### src/rtl/pcma_iq_source.sv
// pcma_iq_source
//
// Transmit-side companion to the PCMA lock detector. Bit groups are buffered in a 2-entry FIFO
// and mapped onto an FM4 (QPSK) or FM8 (8PSK) constellation of radius amp_i. One symbol is
// emitted per rate-counter strobe as two's-complement I/Q samples with a one-cycle valid pulse.
//
// Optional feature macro: PCMA_IQ_SRC_PRBS_EN
//   Adds prbs_sel_i. When it is high, symbol bits come from an internal PRBS-15
//   (x^15 + x^14 + 1, seed all ones) that advances 3 bits per strobe. The FIFO is not popped
//   in that mode and underflow_o never sets.
//
// Ports:
//   clk          system clock, rising edge
//   reset_n      asynchronous active-low reset
//   mode_i       3'b001 selects fm4, any other value selects fm8 (sampled per strobe)
//   enable_i     symbol generation enable (level)
//   rate_i       symbol period minus one, in clk cycles
//   amp_i        unsigned constellation radius A (sampled per strobe)
//   bits_i       symbol bits, fm4 uses [1:0]
//   bits_val_i   bits_i valid
//   prbs_sel_i   (PCMA_IQ_SRC_PRBS_EN only) use internal PRBS as the bit source
//   bits_rdy_o   FIFO can accept a group (registered)
//   I_data_o     I sample, held between strobes
//   Q_data_o     Q sample, held between strobes
//   data_val_o   one-cycle pulse per emitted symbol
//   underflow_o  sticky: a strobe found the FIFO empty; cleared while enable_i is low

module pcma_iq_source #(
    parameter int unsigned DATA_WIDTH_IQ = 10,
    parameter int unsigned RATE_WIDTH    = 16
) (
    input  logic                     clk,
    input  logic                     reset_n,
    input  logic [2:0]               mode_i,
    input  logic                     enable_i,
    input  logic [RATE_WIDTH-1:0]    rate_i,
    input  logic [DATA_WIDTH_IQ-2:0] amp_i,
    input  logic [2:0]               bits_i,
    input  logic                     bits_val_i,
`ifdef PCMA_IQ_SRC_PRBS_EN
    input  logic                     prbs_sel_i,
`endif
    output logic                     bits_rdy_o,
    output logic [DATA_WIDTH_IQ-1:0] I_data_o,
    output logic [DATA_WIDTH_IQ-1:0] Q_data_o,
    output logic                     data_val_o,
    output logic                     underflow_o
);

    localparam int unsigned W = DATA_WIDTH_IQ;

    // ------------------------------------------------------------------------------------------
    // State
    // ------------------------------------------------------------------------------------------
    logic [2:0]            fifo_q [2];
    logic                  wr_ptr_q, wr_ptr_d;
    logic                  rd_ptr_q, rd_ptr_d;
    logic [1:0]            count_q, count_d;
    logic                  rdy_q, rdy_d;
    logic [RATE_WIDTH-1:0] cnt_q, cnt_d;
    logic [W-1:0]          i_q, i_d;
    logic [W-1:0]          q_q, q_d;
    logic                  val_q, val_d;
    logic                  uf_q, uf_d;

    // ------------------------------------------------------------------------------------------
    // Control
    // ------------------------------------------------------------------------------------------
    logic       strobe;
    logic       push;
    logic       pop;
    logic       fifo_empty;
    logic       uf_event;
    logic       use_prbs;
    logic [2:0] sym_bits;

    assign strobe     = enable_i && (cnt_q == '0);
    assign push       = bits_val_i && rdy_q;
    assign fifo_empty = (count_q == 2'd0);

`ifdef PCMA_IQ_SRC_PRBS_EN
    logic [14:0] prbs_q, prbs_d;

    // Fibonacci form: feedback from taps 15 and 14, shifted in at the LSB.
    function automatic logic [14:0] prbs_step3(input logic [14:0] s);
        logic [14:0] t;
        t = s;
        for (int n = 0; n < 3; n++) begin
            t = {t[13:0], t[14] ^ t[13]};
        end
        return t;
    endfunction

    assign use_prbs = prbs_sel_i;
    assign prbs_d   = (strobe && use_prbs) ? prbs_step3(prbs_q) : prbs_q;
    assign sym_bits = use_prbs ? prbs_q[2:0] : fifo_q[rd_ptr_q];

    always_ff @(posedge clk or negedge reset_n) begin
        if (!reset_n) begin
            prbs_q <= '1;
        end else begin
            prbs_q <= prbs_d;
        end
    end
`else
    assign use_prbs = 1'b0;
    assign sym_bits = fifo_q[rd_ptr_q];
`endif

    // A push into an empty FIFO in a strobe cycle is not bypassed: the strobe underflows and
    // the new entry waits for the next strobe.
    assign pop      = strobe && !use_prbs && !fifo_empty;
    assign uf_event = strobe && !use_prbs && fifo_empty;

    // ------------------------------------------------------------------------------------------
    // FIFO bookkeeping
    // ------------------------------------------------------------------------------------------
    always_comb begin
        wr_ptr_d = wr_ptr_q;
        rd_ptr_d = rd_ptr_q;
        count_d  = count_q;
        if (push) begin
            wr_ptr_d = ~wr_ptr_q;
        end
        if (pop) begin
            rd_ptr_d = ~rd_ptr_q;
        end
        unique case ({push, pop})
            2'b10:   count_d = count_q + 2'd1;
            2'b01:   count_d = count_q - 2'd1;
            default: count_d = count_q;
        endcase
        rdy_d = (count_d < 2'd2);
    end

    // ------------------------------------------------------------------------------------------
    // Rate counter: strobe when zero and reload, otherwise count down
    // ------------------------------------------------------------------------------------------
    always_comb begin
        cnt_d = '0;
        if (enable_i) begin
            if (cnt_q == '0) begin
                cnt_d = rate_i;
            end else begin
                cnt_d = cnt_q - RATE_WIDTH'(1);
            end
        end
    end

    // ------------------------------------------------------------------------------------------
    // Constellation mapping
    // ------------------------------------------------------------------------------------------
    logic [W+7:0] diag_prod;
    logic [W-1:0] amp_pos, amp_neg;
    logic [W-1:0] diag_pos, diag_neg;
    logic         is_fm4;
    logic [2:0]   k_idx;
    logic [W-1:0] map_i, map_q;

    // c = round(A / sqrt(2)) with 181/256 ~= 0.7070; c <= A so it fits in W bits unsigned.
    assign diag_prod = ((W+8)'(amp_i) * (W+8)'(181)) + (W+8)'(128);
    assign diag_pos  = diag_prod[W+7:8];
    assign diag_neg  = W'(0) - diag_pos;
    assign amp_pos   = W'(amp_i);
    assign amp_neg   = W'(0) - amp_pos;
    assign is_fm4    = (mode_i == 3'b001);

    // Gray to binary: each binary bit is the XOR of all Gray bits at or above it.
    assign k_idx = {sym_bits[2],
                    sym_bits[2] ^ sym_bits[1],
                    sym_bits[2] ^ sym_bits[1] ^ sym_bits[0]};

    always_comb begin
        map_i = '0;
        map_q = '0;
        if (is_fm4) begin
            // Gray-coded quadrants: bit 0 flips the I sign, bit 1 flips the Q sign.
            map_i = sym_bits[0] ? diag_neg : diag_pos;
            map_q = sym_bits[1] ? diag_neg : diag_pos;
        end else begin
            unique case (k_idx)
                3'd0: begin map_i = amp_pos;  map_q = '0;       end
                3'd1: begin map_i = diag_pos; map_q = diag_pos; end
                3'd2: begin map_i = '0;       map_q = amp_pos;  end
                3'd3: begin map_i = diag_neg; map_q = diag_pos; end
                3'd4: begin map_i = amp_neg;  map_q = '0;       end
                3'd5: begin map_i = diag_neg; map_q = diag_neg; end
                3'd6: begin map_i = '0;       map_q = amp_neg;  end
                3'd7: begin map_i = diag_pos; map_q = diag_neg; end
                default: begin map_i = '0;    map_q = '0;       end
            endcase
        end
    end

    // ------------------------------------------------------------------------------------------
    // Output registers
    // ------------------------------------------------------------------------------------------
    always_comb begin
        i_d   = i_q;
        q_d   = q_q;
        val_d = strobe;
        uf_d  = uf_q;
        if (strobe) begin
            if (uf_event) begin
                i_d = '0;
                q_d = '0;
            end else begin
                i_d = map_i;
                q_d = map_q;
            end
        end
        if (!enable_i) begin
            uf_d = 1'b0;
        end else if (uf_event) begin
            uf_d = 1'b1;
        end
    end

    always_ff @(posedge clk or negedge reset_n) begin
        if (!reset_n) begin
            fifo_q[0] <= '0;
            fifo_q[1] <= '0;
            wr_ptr_q  <= 1'b0;
            rd_ptr_q  <= 1'b0;
            count_q   <= '0;
            rdy_q     <= 1'b1;
            cnt_q     <= '0;
            i_q       <= '0;
            q_q       <= '0;
            val_q     <= 1'b0;
            uf_q      <= 1'b0;
        end else begin
            if (push) begin
                fifo_q[wr_ptr_q] <= bits_i;
            end
            wr_ptr_q <= wr_ptr_d;
            rd_ptr_q <= rd_ptr_d;
            count_q  <= count_d;
            rdy_q    <= rdy_d;
            cnt_q    <= cnt_d;
            i_q      <= i_d;
            q_q      <= q_d;
            val_q    <= val_d;
            uf_q     <= uf_d;
        end
    end

    assign bits_rdy_o  = rdy_q;
    assign I_data_o    = i_q;
    assign Q_data_o    = q_q;
    assign data_val_o  = val_q;
    assign underflow_o = uf_q;

endmodule

### config.mk
export PLATFORM = sky130hd
export DESIGN_NAME = pcma_iq_source
export DESIGN_NICKNAME = d
export VERILOG_FILES = /design/src/rtl/pcma_iq_source.sv
export SDC_FILE = /design/constraint.sdc
export NUM_CORES = 1
export LEC_CHECK = 0
export BUFFER_PORTS_ARGS = -buffer_cell sky130_fd_sc_hd__buf_2
export CAP_MARGIN = 40
export CORE_MARGIN = 2
export CORE_UTILIZATION = 35
export DETAILED_ROUTE_END_ITERATION = 7
export GPL_TIMING_DRIVEN = 0
export HOLD_SLACK_MARGIN = 0.03
export SYNTH_ARGS = -nofsm -noshare
export SYNTH_HDL_FRONTEND = slang
export SYNTH_SLANG_ARGS = --single-unit
### constraint.sdc
create_clock -name clk -period 3 [get_ports clk]
set_input_delay 0.9 -clock clk [delete_from_list [all_inputs] [get_ports clk]]
set_output_delay 0.9 -clock clk [all_outputs]
set_load 0.01 [all_outputs]
Yosys cells after proc, flatten, opt, wreduce, memory -nomap -nowiden
Index checks and enable logic that the tools add are counted.
Widths: inputs -> output; s select.

storage, ports and cells
  register bits = 49
  output and inout bits = 23

operators by class
  add/sub/neg operators = 6
  multiply operators = 1
  magnitude comparators = 4
  eq/ne operators = 11
  multiplexer cells = 19
  bitwise operators = 6
  reduce and logical (&&, ||, !) cells = 15

operators by type and width
  kind                   count
  $pmux 10 s5            2
  $mux 10                6
  $mux 16                2
  $add 17x8->18 const B  1
  $mul 9x8->17 const B   1
  $logic_not 16->1       1
  $sub 16x1->16 const B  1
  $eq 3x3->1 const B     4
  $mux 3                 4
  $reduce_or 2->1        6
  $sub 1x10->10 const A  1
  $sub 1x9->10 const A   1
  $bwmux 6               1
  $eq 3x1->1 const B     2
  $eq 3x2->1 const B     2
  $logic_and 1x1->1      5
  $ge 2x2->1 const B     2
  $not 1->2              2
  $pmux 2 s2             1
  $demux 3 s1            1
  $logic_not 3->1        1
  $add 2x1->2 const B    1
  $eq 2x1->1 const B     1
  $eq 2x2->1 const B     1
  other kinds (9)        12

Depth between registers and ports, before layout
Gate-level depths: netlist of run 1.

  word-level depth = 11
  gate-level depth with buffers = 19
  depth with buffers taken out = 19

Worst setup path before layout of run 1
Ideal clock, no wire load.

  path kind = input port to flip-flop
  from = input port amp_i[5]
  to = register q_q[5] (netlist: Q_data_o[5])
  setup time = 0.126 ns
  arrival = 5.168 ns
  required time = 2.874 ns
  setup slack = -2.294 ns
  stages = 16
  buffers on the path = 1
  path through = ha_1 > fa_1 > fa_1 > inv_1 > fa_1 > inv_1 > ha_1 > buf_6 > a211oi_4 > o21bai_2 > a221o_1 > xor2_4 > maj3_2 > a221oi_2 > nor3_1 > a221o_1

on the way
  cells in the longest elaborated chain, start to end = 6
  elaborated cells on any way between the ends = 8
  those cells by class = add/sub: 3; mul: 1; mux: 4

ends and longest elaborated chain
  item                                           RTL line  RTL
  start, declared                                37        input logic [DATA_WIDTH_IQ-2:0] amp_i,
  $mul 9x8->17                                   161       assign diag_prod = ((W+8)'(amp_i) * (W+8)'(181)) + (W+8)'(128);
  $add 17x8->18                                  161
  $sub 1x10->10                                  163       assign diag_neg = W'(0) - diag_pos;
  $pmux 10 s5 / $mux 10 (equally long branches)  181, 179
  $mux 10 (*)                                    176       if (is_fm4) begin
  $mux 10 (*)                                    204       if (uf_event) begin
  end signal, assigned                           242       q_q <= q_d;
  end, declared                                  62        logic [W-1:0] q_q, q_d;

Every way passes the cells marked *; elsewhere a longest branch is shown, timed or not.
A chain may end at the register's enable or synchronous reset.

Final worst setup path of run 1
  from = input port amp_i[5]
  to = register i_q[5] (netlist: I_data_o[5])

on the way
  cells in the longest elaborated chain, start to end = 6
  elaborated cells on any way between the ends = 8
  those cells by class = add/sub: 3; mul: 1; mux: 4

ends and longest elaborated chain
  item                                           RTL line  RTL
  $mul 9x8->17                                   161
  $add 17x8->18                                  161
  $sub 1x10->10                                  163
  $pmux 10 s5 / $mux 10 (equally long branches)  181, 178
  $mux 10 (*)                                    176
  $mux 10 (*)                                    204
  end signal, assigned                           241       i_q <= i_d;
  end, declared                                  61        logic [W-1:0] i_q, i_d;

Marked as above.

==> results of run 1 <==
## what timing repair did
item / CTS / global route
hold endpoints to repair: 0 / 0
endpoints found under the setup margin: 20 / 22
setup buffers: 42 / 28
resized for setup: 97 / 62
pin swaps: 65 / 57
## Yosys cell counts (6+ instances only)
master | number | area (µm²)
ha_1 | 47 | 588
nor2_1 | 41 | 154
mux2i_1 | 6 | 60.1
mux2_2 | 10 | 113
xnor2_1 | 35 | 307
o211a_1 | 14 | 140
fa_1 | 17 | 340
a21oi_1 | 27 | 135
nand2_1 | 53 | 199
o211ai_1 | 6 | 45.0
nand3_1 | 12 | 60.1
clkbuf_1 | 23 | 86.3
xor2_1 | 13 | 114
a22oi_1 | 13 | 97.6
dfrtp_1 | 48 | 1200
o21ai_0 | 40 | 200
inv_1 | 45 | 169
nor3_1 | 17 | 85.1
o21ai_1 | 8 | 40.0
## worst max-delay path by stage
stage	start	endpoint	slack [ps]	cells after the start
2_1_floorplan	amp_i[2]	I_data_o[8]$_DFFE_PN0P_	-2070	17
3_3_place_gp	amp_i[2]	I_data_o[8]$_DFFE_PN0P_	-2710	20
3_5_place_dp	amp_i[2]	I_data_o[8]$_DFFE_PN0P_	-2770	20
4_1_cts	amp_i[4]	I_data_o[5]$_DFFE_PN0P_	-2010	17
5_1_grt	amp_i[1]	I_data_o[8]$_DFFE_PN0P_	-2160	19
6_report	amp_i[5]	I_data_o[5]$_DFFE_PN0P_	-2030	18
## where the power goes
group / internal, mW / switching [mW] / leakage [nW] / total (mW)
clock: 0.393 / 0.256 / 0.0808 / 0.649
combinational: 3.32 / 3.97 / 2.47 / 7.30
sequential: 0.921 / 0.195 / 0.631 / 1.12
## cell type report
| type | instances | area (µm²) | share of cell area, % |
|---|---|---|---|
| Multi-Input combinational cell | 466 | 4230 | 59.4 |
| Buffer | 26 | 109 | 1.53 |
| Sequential cell | 49 | 1230 | 17.2 |
| Inverter | 46 | 188 | 2.63 |
| Clock buffer | 6 | 129 | 1.81 |
| Clock inverter | 2 | 35.0 | 0.491 |
| Timing Repair Buffer | 116 | 977 | 13.7 |
| Tap cell | 184 | 230 | 3.23 |
## flip-flops by register name, summed over array words and instances (netlist names), 2 cells and up
signal / cells
fifo_q: 6
I_data_o: 10
count_q: 2
cnt_q: 16
Q_data_o: 10
## cells in the final DEF (no fill, tap or decap), types with 5 or more instances in the layout
cell type | netlist | final
o21ai_0 | 40 | 24
nor3_1 | 17 | 15
a21oi_2 | 0 | 5
ha_4 | 0 | 15
inv_1 | 45 | 31
mux2_2 | 10 | 10
inv_2 | 1 | 10
maj3_2 | 2 | 5
nor2_1 | 41 | 36
nor3b_1 | 5 | 5
fa_1 | 17 | 16
a21oi_1 | 27 | 21
buf_6 | 1 | 16
clkbuf_16 | 0 | 5
nand2_1 | 53 | 48
o21ai_2 | 1 | 6
a22oi_1 | 13 | 13
xnor2_1 | 35 | 28
ha_1 | 47 | 32
o211ai_1 | 6 | 6
clkbuf_1 | 23 | 23
buf_12 | 0 | 11
dfrtp_1 | 48 | 48
nand3_1 | 12 | 10
buf_2 | 4 | 50
o211a_1 | 14 | 14
xor2_1 | 13 | 10
mux2i_1 | 6 | 5
xnor2_2 | 0 | 6
o21ai_1 | 8 | 18
buf_4 | 0 | 39
## cells by family after synthesis
kind of cell / after synthesis
adder cells (fa/ha/maj): 71
flip-flops: 49
AND/OR/NAND/NOR: 163
buffers and inverters: 74
XOR/XNOR: 49
AO/OA/AOI/OAI: 167
multiplexers: 16
## through the flow
| stage | hold slack (ps) | total power [mW] |
|---|---|---|
| after floorplan | 450 | 5.10 |
| after global placement | 473 | 6.21 |
| after detailed placement | 474 | 6.34 |
| after CTS | 490 | 8.37 |
| after global routing | 513 | 9.77 |
| final | 482 | 9.06 |
## per-layer routing
layer / vias to the layer above / wire length [µm] / global-route usage, %
met2: 190 / 8400 / 35.7
met4: 0 / 418 / 8.37
met1: 2436 / 6860 / 25.9
li1: 2363 / - / -
met3: 37 / 1050 / 2.74
met5: - / 0 / 0
==> impl_results.md, run 1 <==
- Layout cell share with drive strength beyond 1: about a third
- Worst Reg-to-Reg Cells: 9
- CTS H-tree depth: 2
- TritonCTS buffer count: 5
- Hold-fix buffers at CTS: 0
- Warnings from Yosys: 0
- Initial Utilization: 35.7%
- Final cell count without fillers: 895
- Gr usage total: around a fifth
- Die Y: roughly 130 µm
- Layout area overhead: 38.5%
- Die width: around 130 µm
- Worst path required time: ~3200 ps
- Worst vdd ir: 0.501 mV
- R2r startpoint: cnt_q[8]$_DFF_PN0_
- Crit path max fanout: 4
- Post-Synth Simple-Gate Area: about 16%
- Async SR Flop Fraction: 100%
- R2R Path End: Q_data_o[6]$_DFFE_PN0P_
- Final Cycle Share: 168%
- # fillers: between 1000 and 1500
- Core area: 14400 µm²
- Power per cell area: about 1300 nW/µm²
- Final setup violation count: 20
- Vias per Instance: about 5.6
- Worst hold start: underflow_o$_DFFE_PN0P_
- Vias in the first global route: roughly 5100
- Syn Area/Cell: ~8.7 µm²
- Cell breakdown of the critical path: buf_12 -> ha_4 -> fa_1 -> fa_1 -> inv_2 -> fa_1 -> inv_2 -> ha_4 -> buf_12 -> or4_4 -> a31oi_4 -> a22o_4 -> o221ai_4 -> buf_12 -> xor2_2 -> a221oi_2 -> nor3_2 -> a221o_1
- Worst-skew pair later-pin latency: roughly 300 ps
- Crit end category: flip-flop
- Drt wl/cell: roughly 19 µm
- Family with the most delay on the worst path: adder cells
- Failing checks: setup timing
- Post-DP Area: roughly 6000 µm²
- RSZ-0062 raised after global routing: true
- Syn nets: approximately 690
- Hold Path Class: flip-flop to flip-flop
- RePlAce Congestion: roughly 0.9
- ANT nets after route: 0
- CP arrival: 5200 ps
- Setup TNS: -35700 ps
- First-pass GRT wire length: around 26 mm
- IO buf count: 56
- Largest net degree at the start of global routing: 36
- Tmin final: 5030 ps
- Fmax: between 150 and 200 MHz
- Final Core Density: about half
- Initial antenna violation count: 0
- Root buffer cell: clkbuf_16
- Drt drc: 0
- Pre-CTS setup slack: -2770 ps
- Library cells used by synthesis: 77
- Crit-path slowest cell: fa_1
- Worst-path clk slew: roughly 70 ps
- CTS tree: done
- DRT Pass-1 Iters: 6
- Post-Place Cells: between 800 and 900
- Max-Cap Viols: 0
- Antenna Diode Count: 0
- Grt total ovfl: 0
- Hold path depth: 1
- EDFF count, synth: 0
- Most used DFF post-synth: dfrtp_1
- Row cnt: 44
- Pleak: around 3.2 nW
- Die area: roughly 16000 µm²
- Final wirelength: around 17 mm
- Worst Skew: around 8.5 ps
- Worst Path Buf+Inv: 5
- Setup slack, reg-to-reg: 70 ps
- Largest family of logic cells by synthesized area: compound AO/OA/AOI/OAI gates
- Status: finished with violations
- DR iter-0 viols: 302
- Syn Inst Count: between 500 and 600
- Synth Area in XOR/XNOR: approximately 8.7%
- Final instance area: around 7100 µm²
- Dpl hpwl: about 12 mm
- Hold Path End: underflow_o$_DFFE_PN0P_
- Crit Path Class: primary input to flip-flop
- Slowest stage delay, CP: 540 ps
- Final Max Slew Viols: 0
- Fin nets: slightly above 800
- IO Count: between 50 and 60
- Startpoint types: primary input
- Clk buf depth: 2
- Routed via count: 5026
- Post-synthesis compound-gate area fraction: approximately 23%
- #FFs+latches synth: 49
- Post-Syn Area: 5140 µm²
- Sequential fraction of the synthesis area: a little under a quarter
- Least-Margin Pin Slew: around 700 ps
- Fin. Hold Viols: 0
- Slew HR: 53.7%
- Mux share of post-synthesis cell area: 3.36%
- Post-Synth Adder-Cell Area: 19.5%
- CTS sink cnt: 49
- Worst Setup Slack, final: -2030 ps
(Power assumes the default switching activity.)
==> run 2: changes to the inputs <==
Settings changed: ABC_AREA from default to 1.
==> impl_results.md, run 2 <==
- Syn Area/Cell: 6.97 µm² (-20%)
- Final wirelength: 15.4 mm (-8.2%)
- Final setup violation count: 20 (unchanged)
- Die area: 15600 µm² (-0.53%)
- Most used DFF post-synth: dfrtp_1
- #FFs+latches synth: 49 (unchanged)
- Post-Synth Simple-Gate Area: 30.7% (+15 points)
- Layout area overhead: 37.0%
- IO buf count: 57 (+1.8%)
- Dpl hpwl: 11.2 mm (-5.6%)
- Syn Inst Count: 734 (+25%)
- Worst vdd ir: 0.451 mV (-10%)
- Async SR Flop Fraction: 100% (unchanged)
- Fin nets: 937 (+16%)
- Yosys top cell area share: 23.5% (+0.13 points)
- Vias per Instance: 5.13 (-8.6%)
- Sw power: 4.52 mW (+2.2%)
- Warnings from Yosys: 0 (unchanged)
- First-pass GRT wire length: 24.7 mm (-5.7%)
- Clock network power share: 6.3% (-0.9 points)
- Most common cell after layout, fill and taps aside: nand2_1
- Library cells used by synthesis: 45 (-42%)
- Gr usage total: 19.3% (-1.4 points)
- RePlAce Congestion: 0.940 (+3.5%)
- Status: finished with violations
- Failing checks: setup timing
- Crit path max fanout: 7 (+3)
- Synth Area in XOR/XNOR: 3.94% (-4.8 points)
- Initial antenna violation count: 0 (unchanged)
- Post-synthesis compound-gate area fraction: 12.9% (-10 points)
- Ranking of synthesized cells by area: dfrtp_1 (23%), nand2_1 (15%), ha_1 (11%), inv_1 (8.5%), fa_1 (6.7%)
- Sequential fraction of the synthesis area: 24.0% (+0.13 points)
- Antenna Diode Count: 0 (unchanged)
- Seq pwr share: 13.1% (+0.8 points)
- Pleak: 3.58 nW (+13%)
- Max FFs per register: 16 (unchanged)
- Fin. Hold Viols: 0 (unchanged)
- DR iter-0 viols: 421 (+39%)
- TritonCTS buffer count: 5 (unchanged)
- Post-Synth Adder-Cell Area: 18.1% (-1.3 points)
- Row cnt: 44 (unchanged)
- EDFF count, synth: 0 (unchanged)
- Least-Margin Pin Slew: 612 ps (-82.8 ps)
- Switching Fraction: 52.1% (+3.2 points)
- Die width: 125 µm (-0.27%)
- Layout cell share with drive strength beyond 1: 32.2% (-2.8 points)
- Post-Syn Area: 5120 µm² (-0.56%)
- # fillers: 1394 (+3.2%)
- CTS H-tree depth: 2 (unchanged)
- Power per cell area: 1240 nW/µm² (-2.5%)
- Crit Path Class: primary input to flip-flop
- CP arrival: 4700 ps (-500 ps)
- Worst Setup Slack, final: -1470 ps (+556 ps)
- Pre-CTS setup slack: -2010 ps (+758 ps)
- Hold Path Class: flip-flop to flip-flop
- Largest net degree at the start of global routing: 38 (+5.6%)
- Initial Utilization: 35.5% (-0.20 points)
- Mux share of post-synthesis cell area: 0% (-3.4 points)
- Vias in the first global route: 4861 (-5.1%)
- Most frequent cells in the layout: nand2_1 (161), inv_1 (100), buf_2 (49)
- Synth area leader: dfrtp_1
- Max-Cap Viols: 0 (unchanged)
- Die Y: 125 µm (-0.27%)
- Drt wl/cell: 15.0 µm (-20%)
- Crit end category: flip-flop
- Drt drc: 0 (unchanged)
- Clk buf depth: 2 (unchanged)
- ANT nets after route: 0 (unchanged)
- Syn nets: 833 (+21%)
- Fmax: 224 MHz (+12%)
- Worst-skew pair later-pin latency: 290 ps (about the same)
- Top cells by count, synth: nand2_1 (206), inv_1 (116), nand3_1 (51), dfrtp_1 (48), ha_1 (47)
- Largest Register: cnt_q
- Slew HR: 59.2% (+5.5 points)
- Final Cycle Share: 149% (-19 points)
- Routed via count: 5252 (+4.5%)
- Worst path required time: 3230 ps (+50 ps)
- Most common cell in the synthesized netlist: nand2_1
- DRT Pass-1 Iters: 5 (-1)
- CTS tree: done
- Startpoint types: primary input
- Root buffer cell: clkbuf_16
- Grt total ovfl: 0 (unchanged)
- Largest family of logic cells by synthesized area: simple AND/OR/NAND/NOR gates
- RSZ-0062 raised after global routing: true
- CTS sink cnt: 49 (unchanged)
- IO Count: 58 (unchanged)
- Final Max Slew Viols: 0 (unchanged)
- Worst-path clk slew: 70 ps (about the same)
- Tmin final: 4470 ps (-556 ps)
- Worst Skew: 5.47 ps (-3.01 ps)
- Total internal power: 4.17 mW (-10%)
- Comb pwr share: 80.6% (about the same)
- Hold-fix buffers at CTS: 0 (unchanged)
- Hold slack final: 455 ps (-26.8 ps)
- Core area: 14400 µm² (unchanged)
run 2: changes by cell type after synthesis, moves of 12 or more:
| cell | change |
|---|---|
| nand2_1 | +153 |
| inv_1 | +71 |
| nand2_2 | +16 |
| o211a_1 | -12 |
| xnor2_1 | -22 |
| nand3_1 | +39 |
| clkbuf_1 | -13 |
run 2: worst paths after layout:
path	startpoint	endpoint	slack, ps	depth (start not counted)
worst min-delay path	cnt_q[0]$_DFF_PN0_	cnt_q[0]$_DFF_PN0_	460	1
worst min register to register	cnt_q[0]$_DFF_PN0_	cnt_q[0]$_DFF_PN0_	460	1
min in group asynchronous	reset_n	cnt_q[4]$_DFF_PN0_	500	1
worst max register to register	cnt_q[0]$_DFF_PN0_	bits_rdy_o$_DFF_PN1_	240	18
max in group asynchronous	reset_n	fifo_q[0]$_DFFE_PN0P_	1990	2
worst max-delay path	amp_i[5]	Q_data_o[7]$_DFFE_PN0P_	-1470	24
run 2: metal layers:
layer	wire length, µm	GRT usage, %	share of wire, %
met1	6980	26.2	45
met2	7060	31.9	46
met3	762	2.79	5.0
met4	548	5.95	3.6
met5	0	0	0
run 2: power groups by stage:
stage / Combinational (mW) / Sequential (mW) / Clock (mW)
after detailed placement: 4.75 / 1.15 / 0
after global routing: 7.61 / 1.18 / 0.588
after floorplan: 3.62 / 1.17 / 0
after global placement: 4.76 / 1.15 / 0
final: 7.00 / 1.14 / 0.547
after CTS: 5.84 / 1.14 / 0.566
run 2: layout make-up:
cell class | instances | area [µm²] | share of cell area [%]
buffer | 12 | 53.8 | 0.767
inverter | 125 | 483 | 6.89
clock buffer | 5 | 125 | 1.78
sequential | 49 | 1230 | 17.5
tap | 184 | 230 | 3.28
multi-input combinational | 548 | 4110 | 58.7
timing repair buffer | 97 | 759 | 10.8
clock inverter | 3 | 17.5 | 0.250
run 2: critical path, cell delays in order:
cell      delay [ps]
buf_8            130
ha_4             270
fa_1             510
fa_1             490
inv_1             50
fa_1             490
inv_2             50
ha_4             270
nand2_4           80
nand2_4           60
a21oi_4          160
nand2_4           90
nand2_4          100
nand2_4           70
nand2_4           90
nand3_4           80
nor2_4           200
buf_6            130
nand2_4           40
nand2_4           80
nand3_2           80
nand3b_1         110
nand3_2          100
nand2_1           70
run 2: cell families after synthesis:
| logic type | Yosys count |
|---|---|
| compound gates | 111 |
| xor+xnor | 23 |
| flops | 49 |
| fa+ha+maj | 64 |
| simple gates | 350 |
| buf+inv | 137 |
run 2: repair_timing:
item                       CTS  global route
gates resized for setup     78            89
setup buffers               26            13
setup endpoints to repair   20            22
gates cloned                 0             0
pin swaps                   60            61
run 2: per-stage QoR:
step	util (%)	TNS [ps]	cell area [µm²]	power, mW	instances
6_report	48.6	-27030	7010	8.69	1023
5_1_grt	48.6	-30170	7010	9.38	1023
4_1_cts	45.2	-25770	6520	7.55	1010
3_5_place_dp	40.5	-36690	5840	5.89	976
3_3_place_gp	40.3	-36850	5820	5.91	975
2_1_floorplan	-	-25200	5300	4.78	734
==> run 3: changes to the inputs <==
Clock period 3 ns to 4.41 ns, I/O delays scaled along.
==> impl_results.md, run 3 (synthesis gave the netlist of run 2 again) <==
- Status: finished with violations
- Failing checks: setup timing
- Total internal power: 2.69 mW (-35%)
- Gr usage total: 19.2% (about the same)
- Pleak: 3.49 nW (-2.7%)
- Drt wl/cell: 15.1 µm (+0.29%)
- Tmin final: between 4000 and 5000 ps
- Startpoint types: primary input
- CTS sink cnt: 49 (unchanged)
- Switching Fraction: 52.6% (+0.55 points)
- # fillers: 1436 (+3.0%)
- Root buffer cell: clkbuf_16
- Worst Setup Slack, final: -504 ps (+967 ps)
- RePlAce Congestion: 0.928 (-1.3%)
- RSZ-0062 raised after global routing: true
- Worst path required time: 4640 ps (+1410 ps)
- CP arrival: 5140 ps (+440 ps)
- Initial Utilization: 35.5% (unchanged)
- Hold-fix buffers at CTS: 0 (unchanged)
- Grt total ovfl: 0 (unchanged)
- Fin nets: 932 (-0.53%)
- Die Y: 125 µm (unchanged)
- Least-Margin Pin Slew: 632 ps (+19.7 ps)
- Worst-skew pair later-pin latency: 290 ps (about the same)
- Drt drc: 0 (unchanged)
- Sw power: 2.98 mW (-34%)
- Core area: 14400 µm² (unchanged)
- Worst Skew: 6.93 ps (+1.46 ps)
- Layout cell share with drive strength beyond 1: 29.9% (-2.3 points)
- Final Core Density: 47.1% (-1.6 points)
- DR iter-0 viols: 355 (-16%)
- Fin. Hold Viols: 0 (unchanged)
- Vias in the first global route: 5116 (+5.2%)
- Comb pwr share: 79.7% (-0.9 points)
- Final cell count without fillers: 1018 (-0.49%)
- Clock network power share: 6.6% (+0.3 points)
- TritonCTS buffer count: 5 (unchanged)
- First-pass GRT wire length: 24.7 mm (+0.14%)
- Dpl hpwl: 11.4 mm (+1.8%)
- IO Count: 58 (unchanged)
- Worst vdd ir: 0.296 mV (-34%)
- Final instance area: 6790 µm² (-3.2%)
- CTS tree: done
- Slew HR: 57.9% (-1.3 points)
- Final Max Slew Viols: 0 (unchanged)
- Routed via count: 5207 (-0.86%)
- CTS H-tree depth: 2 (unchanged)
- Final wirelength: 15.3 mm (-0.20%)
- Power per cell area: 836 nW/µm² (-33%)
- Die width: 125 µm (unchanged)
- Crit end category: flip-flop
- Final Cycle Share: 111%
- Slowest stage delay, CP: 510 ps (about the same)
- Most common cell after layout, fill and taps aside: nand2_1
- Vias per Instance: 5.11 (-0.37%)
- Post-Place Cells: 976 (unchanged)
- Row cnt: 44 (unchanged)
- Largest net degree at the start of global routing: 38 (unchanged)
- Crit Path Class: primary input to flip-flop
- Max-Cap Viols: 0 (unchanged)
- IO buf count: 57 (unchanged)
- Clk buf depth: 2 (unchanged)
- Antenna Diode Count: 0 (unchanged)
- Worst-path clk slew: 70 ps (about the same)
- Seq pwr share: 13.7% (+0.6 points)
- Final setup violation count: 20 (unchanged)
- Post-DP Area: 5790 µm² (-0.77%)
- Max FFs per register: 16 (unchanged)
- Layout area overhead: 32.6%
- Hold slack final: 445 ps (-10.6 ps)
- Worst Path Buf+Inv: 6 (+2)
- Setup TNS: -7430 ps (+19600 ps)
- Family with the most delay on the worst path: adder cells
- Most frequent cells in the layout: nand2_1 (169), inv_1 (101), buf_2 (49)
- Hold Path Class: flip-flop to flip-flop
- Crit-path most repeated cell: nand2_2
- Fmax: a little over 200 MHz
- DRT Pass-1 Iters: 7 (+2)
- ANT nets after route: 0 (unchanged)
- Crit path max fanout: 4 (-3)
- Crit-path slowest cell: fa_1
- Largest Register: cnt_q
- Initial antenna violation count: 0 (unchanged)
- Die area: 15600 µm² (unchanged)
[run 3: timing repair]
action / in CTS / in global routing
pin swaps: 70 / 42
setup endpoints to repair: 20 / 20
buffers inserted: 26 / 8
hold endpoints to repair: 0 / 0
gates resized for setup: 89 / 55
cloned: 0 / 0
[run 3: worst reg2reg max path, cell delays in order, from the launching register on]
cell      delay, ps
dfrtp_1         370
inv_1            70
ha_1            180
nand2_1         150
nor3_2          210
nand2_1         110
inv_1            90
nand2_1          70
inv_1            90
nand2_1         100
nor2_2          130
nand2_2         110
clkinv_2        190
buf_6           200
ha_1            270
a21oi_1         110
o21ai_0         110
xor2_1          190
inv_1            60
[run 3: path summary, 6_finish.rpt]
check / cells after the start / slack, ps / end / from
hold / removal: 1 / 440 / cnt_q[0]$_DFF_PN0_ / cnt_q[0]$_DFF_PN0_
max in group asynchronous: 2 / 2930 / bits_rdy_o$_DFF_PN1_ / reset_n
setup reg to reg: 18 / 1550 / bits_rdy_o$_DFF_PN1_ / cnt_q[0]$_DFF_PN0_
hold reg to reg: 1 / 440 / cnt_q[0]$_DFF_PN0_ / cnt_q[0]$_DFF_PN0_
min in group asynchronous: 1 / 930 / cnt_q[2]$_DFF_PN0_ / reset_n
setup / recovery: 26 / -500 / Q_data_o[7]$_DFFE_PN0P_ / amp_i[4]
[run 3: per-stage QoR]
stage,total power [mW],worst slack [ps]
global placement,4.01,-1120
global route,6.14,-666
floorplan,3.24,-398
finish,5.67,-504
CTS,5.09,-377
detailed placement,4.03,-1140
[run 3: power by group through the flow]
stage | registers [mW] | logic (mW) | clock network [mW]
floorplan | 0.793 | 2.44 | 0
global placement | 0.781 | 3.23 | 0
detailed placement | 0.785 | 3.24 | 0
CTS | 0.778 | 3.93 | 0.383
global route | 0.807 | 4.93 | 0.401
finish | 0.779 | 4.52 | 0.373
[run 3: per-layer routing]
metal	up-vias	share of wire (%)	wire length (µm)	track usage, %
met2	151	47	7220	33.0
met1	2451	46	7040	25.5
met5	-	0	0	0
met3	29	4.7	723	2.28
met4	0	2.3	347	6.08
li1	2576	-	-	-
[run 3: layout make-up]
class | count | area, µm² | share of cell area (%)
Sequential cell | 49 | 1230 | 18.1
Clock inverter | 2 | 13.8 | 0.203
Timing Repair Buffer | 92 | 686 | 10.1
Buffer | 12 | 53.8 | 0.793
Multi-Input combinational cell | 548 | 3960 | 58.4
Inverter | 125 | 484 | 7.13
Clock buffer | 6 | 129 | 1.90
Tap cell | 184 | 230 | 3.39
